## src/rtl/spi_req_arbiter.sv

```systemverilog
// rtl/spi_req_arbiter.sv - round-robin arbiter sharing one spi_master among NUM_REQ clients
module spi_req_arbiter #(
  parameter int NUM_REQ    = 4,
  parameter int DATA_WIDTH = 8
) (
  input  logic                            clk,
  input  logic                            rst,
  input  logic [NUM_REQ-1:0]              i_req,
  input  logic [NUM_REQ*DATA_WIDTH-1:0]   i_req_data,
  output logic [NUM_REQ-1:0]              o_ack,
  output logic [DATA_WIDTH-1:0]           o_rsp_data,
  output logic                            o_busy,
  output logic [$clog2(NUM_REQ)-1:0]      o_owner,
  output logic                            o_m_start,
  output logic [DATA_WIDTH-1:0]           o_m_mosi_data,
  input  logic [DATA_WIDTH-1:0]           i_m_miso_data,
  input  logic                            i_m_done,
  input  logic                            i_m_cs_n,
  output logic [NUM_REQ-1:0]              o_ss_n
);

  localparam int IW = $clog2(NUM_REQ);

  typedef enum logic [1:0] {
    S_IDLE,
    S_LAUNCH,
    S_WAIT_DONE,
    S_RELEASE
  } state_t;

  state_t                  r_state;
  logic [IW-1:0]           r_rr_ptr;
  logic [IW-1:0]           r_owner;
  logic [NUM_REQ-1:0]      r_ack;
  logic [DATA_WIDTH-1:0]   r_rsp_data;
  logic                    r_busy;
  logic                    r_m_start;
  logic [DATA_WIDTH-1:0]   r_m_mosi_data;

  logic                    w_found;
  logic [IW-1:0]           w_winner;
  logic [DATA_WIDTH-1:0]   w_winner_data;
  logic [IW-1:0]           w_next_ptr;
  logic [NUM_REQ-1:0]      w_owner_onehot;

  // Client index at a given offset above the round-robin pointer, wrapped mod NUM_REQ.
  function automatic logic [IW-1:0] rr_idx(input logic [IW-1:0] base, input int off);
    int sum;
    sum = int'(base) + off;
    if (sum >= NUM_REQ) sum = sum - NUM_REQ;
    return IW'(sum);
  endfunction

  // Round-robin pick: scan offsets high to low so the smallest offset from the pointer wins.
  always_comb begin
    w_found  = 1'b0;
    w_winner = '0;
    for (int k = NUM_REQ - 1; k >= 0; k--) begin
      if (i_req[rr_idx(r_rr_ptr, k)]) begin
        w_found  = 1'b1;
        w_winner = rr_idx(r_rr_ptr, k);
      end
    end
  end

  assign w_winner_data  = i_req_data[w_winner*DATA_WIDTH +: DATA_WIDTH];
  assign w_next_ptr     = (r_owner == IW'(NUM_REQ - 1)) ? '0 : r_owner + 1'b1;
  assign w_owner_onehot = {{(NUM_REQ-1){1'b0}}, 1'b1} << r_owner;

  // Handshake sequencer: grant, launch the master, wait for done, ack the owner, wait for master idle.
  always_ff @(posedge clk or posedge rst) begin
    if (rst) begin
      r_state       <= S_IDLE;
      r_rr_ptr      <= '0;
      r_owner       <= '0;
      r_ack         <= '0;
      r_rsp_data    <= '0;
      r_busy        <= 1'b0;
      r_m_start     <= 1'b0;
      r_m_mosi_data <= '0;
    end else begin
      r_ack <= '0;
      case (r_state)
        S_IDLE: begin
          if (w_found) begin
            r_owner       <= w_winner;
            r_m_mosi_data <= w_winner_data;
            r_m_start     <= 1'b1;
            r_busy        <= 1'b1;
            r_state       <= S_LAUNCH;
          end else begin
            r_m_start <= 1'b0;
          end
        end
        S_LAUNCH: begin
          r_state <= S_WAIT_DONE;
        end
        S_WAIT_DONE: begin
          if (i_m_done) begin
            r_rsp_data <= i_m_miso_data;
            r_ack      <= w_owner_onehot;
            r_m_start  <= 1'b0;
            r_rr_ptr   <= w_next_ptr;
            r_state    <= S_RELEASE;
          end
        end
        S_RELEASE: begin
          if (!i_m_done) begin
            r_busy  <= 1'b0;
            r_state <= S_IDLE;
          end
        end
        default: begin
          r_state <= S_IDLE;
        end
      endcase
    end
  end

  // Only the owner's select may follow the master's chip select, and only while a transfer is owned.
  for (genvar g = 0; g < NUM_REQ; g++) begin : g_ss
    assign o_ss_n[g] = i_m_cs_n | (r_owner != IW'(g)) | ~r_busy;
  end

  assign o_ack         = r_ack;
  assign o_rsp_data    = r_rsp_data;
  assign o_busy        = r_busy;
  assign o_owner       = r_owner;
  assign o_m_start     = r_m_start;
  assign o_m_mosi_data = r_m_mosi_data;

endmodule

```

## config.mk

```make
export PLATFORM = sky130hd
export DESIGN_NAME = spi_req_arbiter
export DESIGN_NICKNAME = d
export VERILOG_FILES = /design/src/rtl/spi_req_arbiter.sv
export SDC_FILE = /design/constraint.sdc
export NUM_CORES = 1
export LEC_CHECK = 0
export ABC_AREA = 1
export BUFFER_PORTS_ARGS = -buffer_cell sky130_fd_sc_hd__buf_2
export CAP_MARGIN = 20
export CORE_ASPECT_RATIO = 1.4
export CORE_MARGIN = 2
export CORE_UTILIZATION = 49
export CTS_CLUSTER_SIZE = 12
export DETAILED_ROUTE_END_ITERATION = 6
export GPL_TIMING_DRIVEN = 0
export HOLD_SLACK_MARGIN = 0.08
export PLACE_DENSITY_LB_ADDON = 0.3
export SYNTH_ARGS = -nofsm -noshare
export SYNTH_HDL_FRONTEND = slang
export SYNTH_SLANG_ARGS = --single-unit
```

## constraint.sdc

```tcl
create_clock -name clk -period 2.15 [get_ports clk]
set_input_delay 0.43 -clock clk [delete_from_list [all_inputs] [get_ports clk]]
set_output_delay 0.43 -clock clk [all_outputs]
set_load 0.02 [all_outputs]
```

==> results.toml <==
[drt]
drc = 0
drtIter0Drc = 35
firstDrtPassIters = 4
wl_per_cell_um = 10.53
vias_per_cell = 4.724
via_count = 1899
wl_um = 4232
ant_nets = 0

[cells_and_area]
layout-drive-gt1-share_pct = 34.26
nFillCells = 381
nets = 417
utilization_pct = 63.85
area_delta_synth_final_pct = 24.58
final-seq-area_um2 = 700.7
multi_input_area_mm2 = 0.001025
antenna_cells = 0

[grt]
grt_pass1_vias = 1848
antenna_found_initial = 0
grt_pass1_wl_um = 7203
track_usage_pct = 19.25
grt.overflow.total = 0
grt_max_degree = 29

[sta]
worst_pin_slew_ps = 470.0
finalSetupViolCount = 0
fin_tns_setup_ps = 0
finClkSkew_ps = 4.512
slew_viol_final = 0
rsz0062_at_grt = "false"
fmax_mhz = 557.0
setup_ws_ps = 354.8
final_hold_viol_count = 0
period_share_pct = 83.50
layout_min_cycle_time_ps = 1795
max-slew-margin-rel_pct = 68.67

[clock_tree]
insertion_delay_ps = 270
post-cts-setup-buffer-count = 0
cts_htree_levels = 1
clkSlewWorstSetupHoldPaths_ps = 90
hold_buffers = 0
cts-buffers-inserted = 3
postCtsResizedCells = 0
cts_tree = "done"
cts-root-buf = "clkbuf_8"
clockBufferDepth = 2
clock-sinks = 28

[synth]
synth-main-ff-cell = "dfrtp_1"
synth_seq_cells = 28
synth.yosys.seq_area_share_pct = 34.59
synth_area_mm2 = 0.002026
synth_edf_count = 0
ys.warnings.count = 0
syn_avg_cell_area_um2 = 7.235
async_flop_share_pct = 100.0
synthesis.nets = 336
synth_cell_types = 24
syn_inst = 280

[critical_path]
critPathBufInv = 2
setup.worst_path.start = "r_rr_ptr[0]"
worstSetupPathDepth = 12
slowest_delay_ps = 380
end_kind = "flip-flop"
cp_top_family = "simple AND/OR/NAND/NOR gates"
critPathLaunchType = "flip-flop"
crit_required_ps = 2360
arrival_ps = 2010
reg2reg_slack_ps = 350
path_common_cell = "nand2_1"
worstSetupPathType = "flip-flop to flip-flop"
critPathCapture = "o_m_mosi_data[3]"
path_max_fanout = 8
r2r_end = "o_m_mosi_data[3]"
reg2reg_from = "r_rr_ptr[0]"
slowest_stage = "dfrtp_1"
r2r.worst_path.cells = 12
path_cells = "buf_6, inv_8, nand2_1, nand2_2, nand2_1, nor2_1, o21ai_1, a21boi_2, nand3_1, nand2_1, nand2_1, nand2_1"

[floorplan]
rows = 27
die-area_mm2 = 0.004672
ios = 76
die_w_um = 58.34
die_y_um = 80.08
initial_utilization_pct = 51.25
core_region_area_mm2 = 0.003953

[hold_path]
hp-class = "primary input to async pin"

[power]
leakagePower_nw = 1.575
combPwrFrac_pct = 70.6
power_density_mw_per_mm2 = 1602
sequentialPowerShare_pct = 22.7
p_sw_share_pct = 51.79
peakVddDrop_v = 0.0009669
p_int_w = 0.001949
power.switching_w = 0.002094
clkPwrFrac_pct = 6.7

[place]
place.gp.congestion = 0.7998
hpwl_um = 3450
io_buffer_count = 75
dp_slack_ps = 338.7

[status]
status = "finished clean"

[job]
cap_violations = 0
==> cell usage after synthesis, types with 4 or more instances <==
cell     number  area, um^2
dfrtp_1      28       700.7
ha_1          8       100.1
inv_1        53       198.9
nand2_1      85       319.1
nand2_2      18       112.6
nand2_4       8       90.09
nand3_1      38       190.2
nand3_2       4       40.04
nor2_1       10       37.54
o21ai_0       7       35.03
==> cell type report <==
type,count,share of cell area [%]
plain buffers,8,3.272
repair buffers,76,15.96
inverters,56,8.627
flip-flops and latches,28,27.76
clock buffers,3,1.636
multi-input cells,188,40.60
well taps,43,2.132
==> through the flow <==
| stage | cell area, um^2 | total power [W] | hold slack, ps | instances |
|---|---|---|---|---|
| 6_report | 2524 | 0.004042 | 92.00 | 402 |
| 5_1_grt | 2524 | 0.004417 | 129.5 | 402 |
| 4_1_cts | 2496 | 0.004076 | 352.1 | 401 |
| 3_5_place_dp | 2455 | 0.003793 | 465.4 | 398 |
| 3_3_place_gp | 2455 | 0.003720 | 458.6 | 398 |
| 2_1_floorplan | 2026 | 0.003147 | 495.4 | 280 |
==> power groups by stage <==
stage	sequential, W	clock, W	combinational [W]
final	0.000917	0.000271	0.00285
after global routing	0.000945	0.000300	0.00317
after CTS	0.000917	0.000277	0.00288
after detailed placement	0.000925	0	0.00287
after global placement	0.000917	0	0.00280
after floorplan	0.00114	0	0.00201
==> cell usage in the layout, fill, tap and decap left out <==
master | Yosys | final
nand2_1 | 85 | 85
nor2_1 | 10 | 10
nand3_1 | 38 | 38
buf_2 | 1 | 76
dfrtp_1 | 28 | 28
o22ai_1 | 2 | 2
buf_12 | 1 | 1
nand2_4 | 8 | 8
ha_1 | 8 | 8
o21ai_1 | 1 | 1
inv_2 | 2 | 2
a21oi_1 | 2 | 2
buf_16 | 0 | 1
buf_6 | 2 | 2
nand3_2 | 4 | 4
inv_1 | 53 | 53
nand3_4 | 2 | 2
inv_8 | 1 | 1
a21boi_2 | 1 | 1
or2_2 | 1 | 1
clkbuf_1 | 2 | 2
nand2_2 | 18 | 18
nand2_8 | 1 | 1
o21ai_0 | 7 | 7
clkbuf_8 | 2 | 5
==> flip-flops by register name, summed over array words and instances, names as in the netlist <==
name	count
o_m_start	1
r_state	2
r_rr_ptr	2
o_ack	4
o_m_mosi_data	8
o_owner	2
o_busy	1
o_rsp_data	8
==> routing by layer <==
layer	up-vias	wire length (um)	GRT usage (%)
met3	6	232	2.576
met2	66	2320	38.65
li1	998	-	-
met1	829	1609	19.21
met4	0	70	6.744
met5	-	0	0
==> worst register-to-register path: stages, from the launching register on <==
cell	delay, ps
dfrtp_1	380
buf_6	150
inv_8	80
nand2_1	60
nand2_2	90
nand2_1	80
nor2_1	110
o21ai_1	110
a21boi_2	360
nand3_1	140
nand2_1	90
nand2_1	50
nand2_1	50
==> cell families (layout without fill, tap and decap cells) <==
| logic type | count (synthesis) | in the layout | share of synthesized area, % |
|---|---|---|---|
| and+or+nand+nor | 167 | 167 | 42.00 |
| buffers and inverters | 64 | 143 | 14.82 |
| DFF | 28 | 28 | 34.59 |
| AOI/OAI and AO/OA | 13 | 13 | 3.644 |
| adders and majority gates | 8 | 8 | 4.942 |
==> how the worst min path moves through the flow <==
stage                                start                to  slack (ps)
final                                  rst     o_rsp_data[0]          90
after global routing                   rst     o_rsp_data[0]         130
after CTS                 i_m_miso_data[6]     o_rsp_data[6]         350
after detailed placement  o_m_mosi_data[0]  o_m_mosi_data[0]         470
after global placement       o_rsp_data[5]     o_rsp_data[5]         460
after floorplan                        rst          o_ack[0]         500
Note: power is estimated with default switching activity, not from simulation.
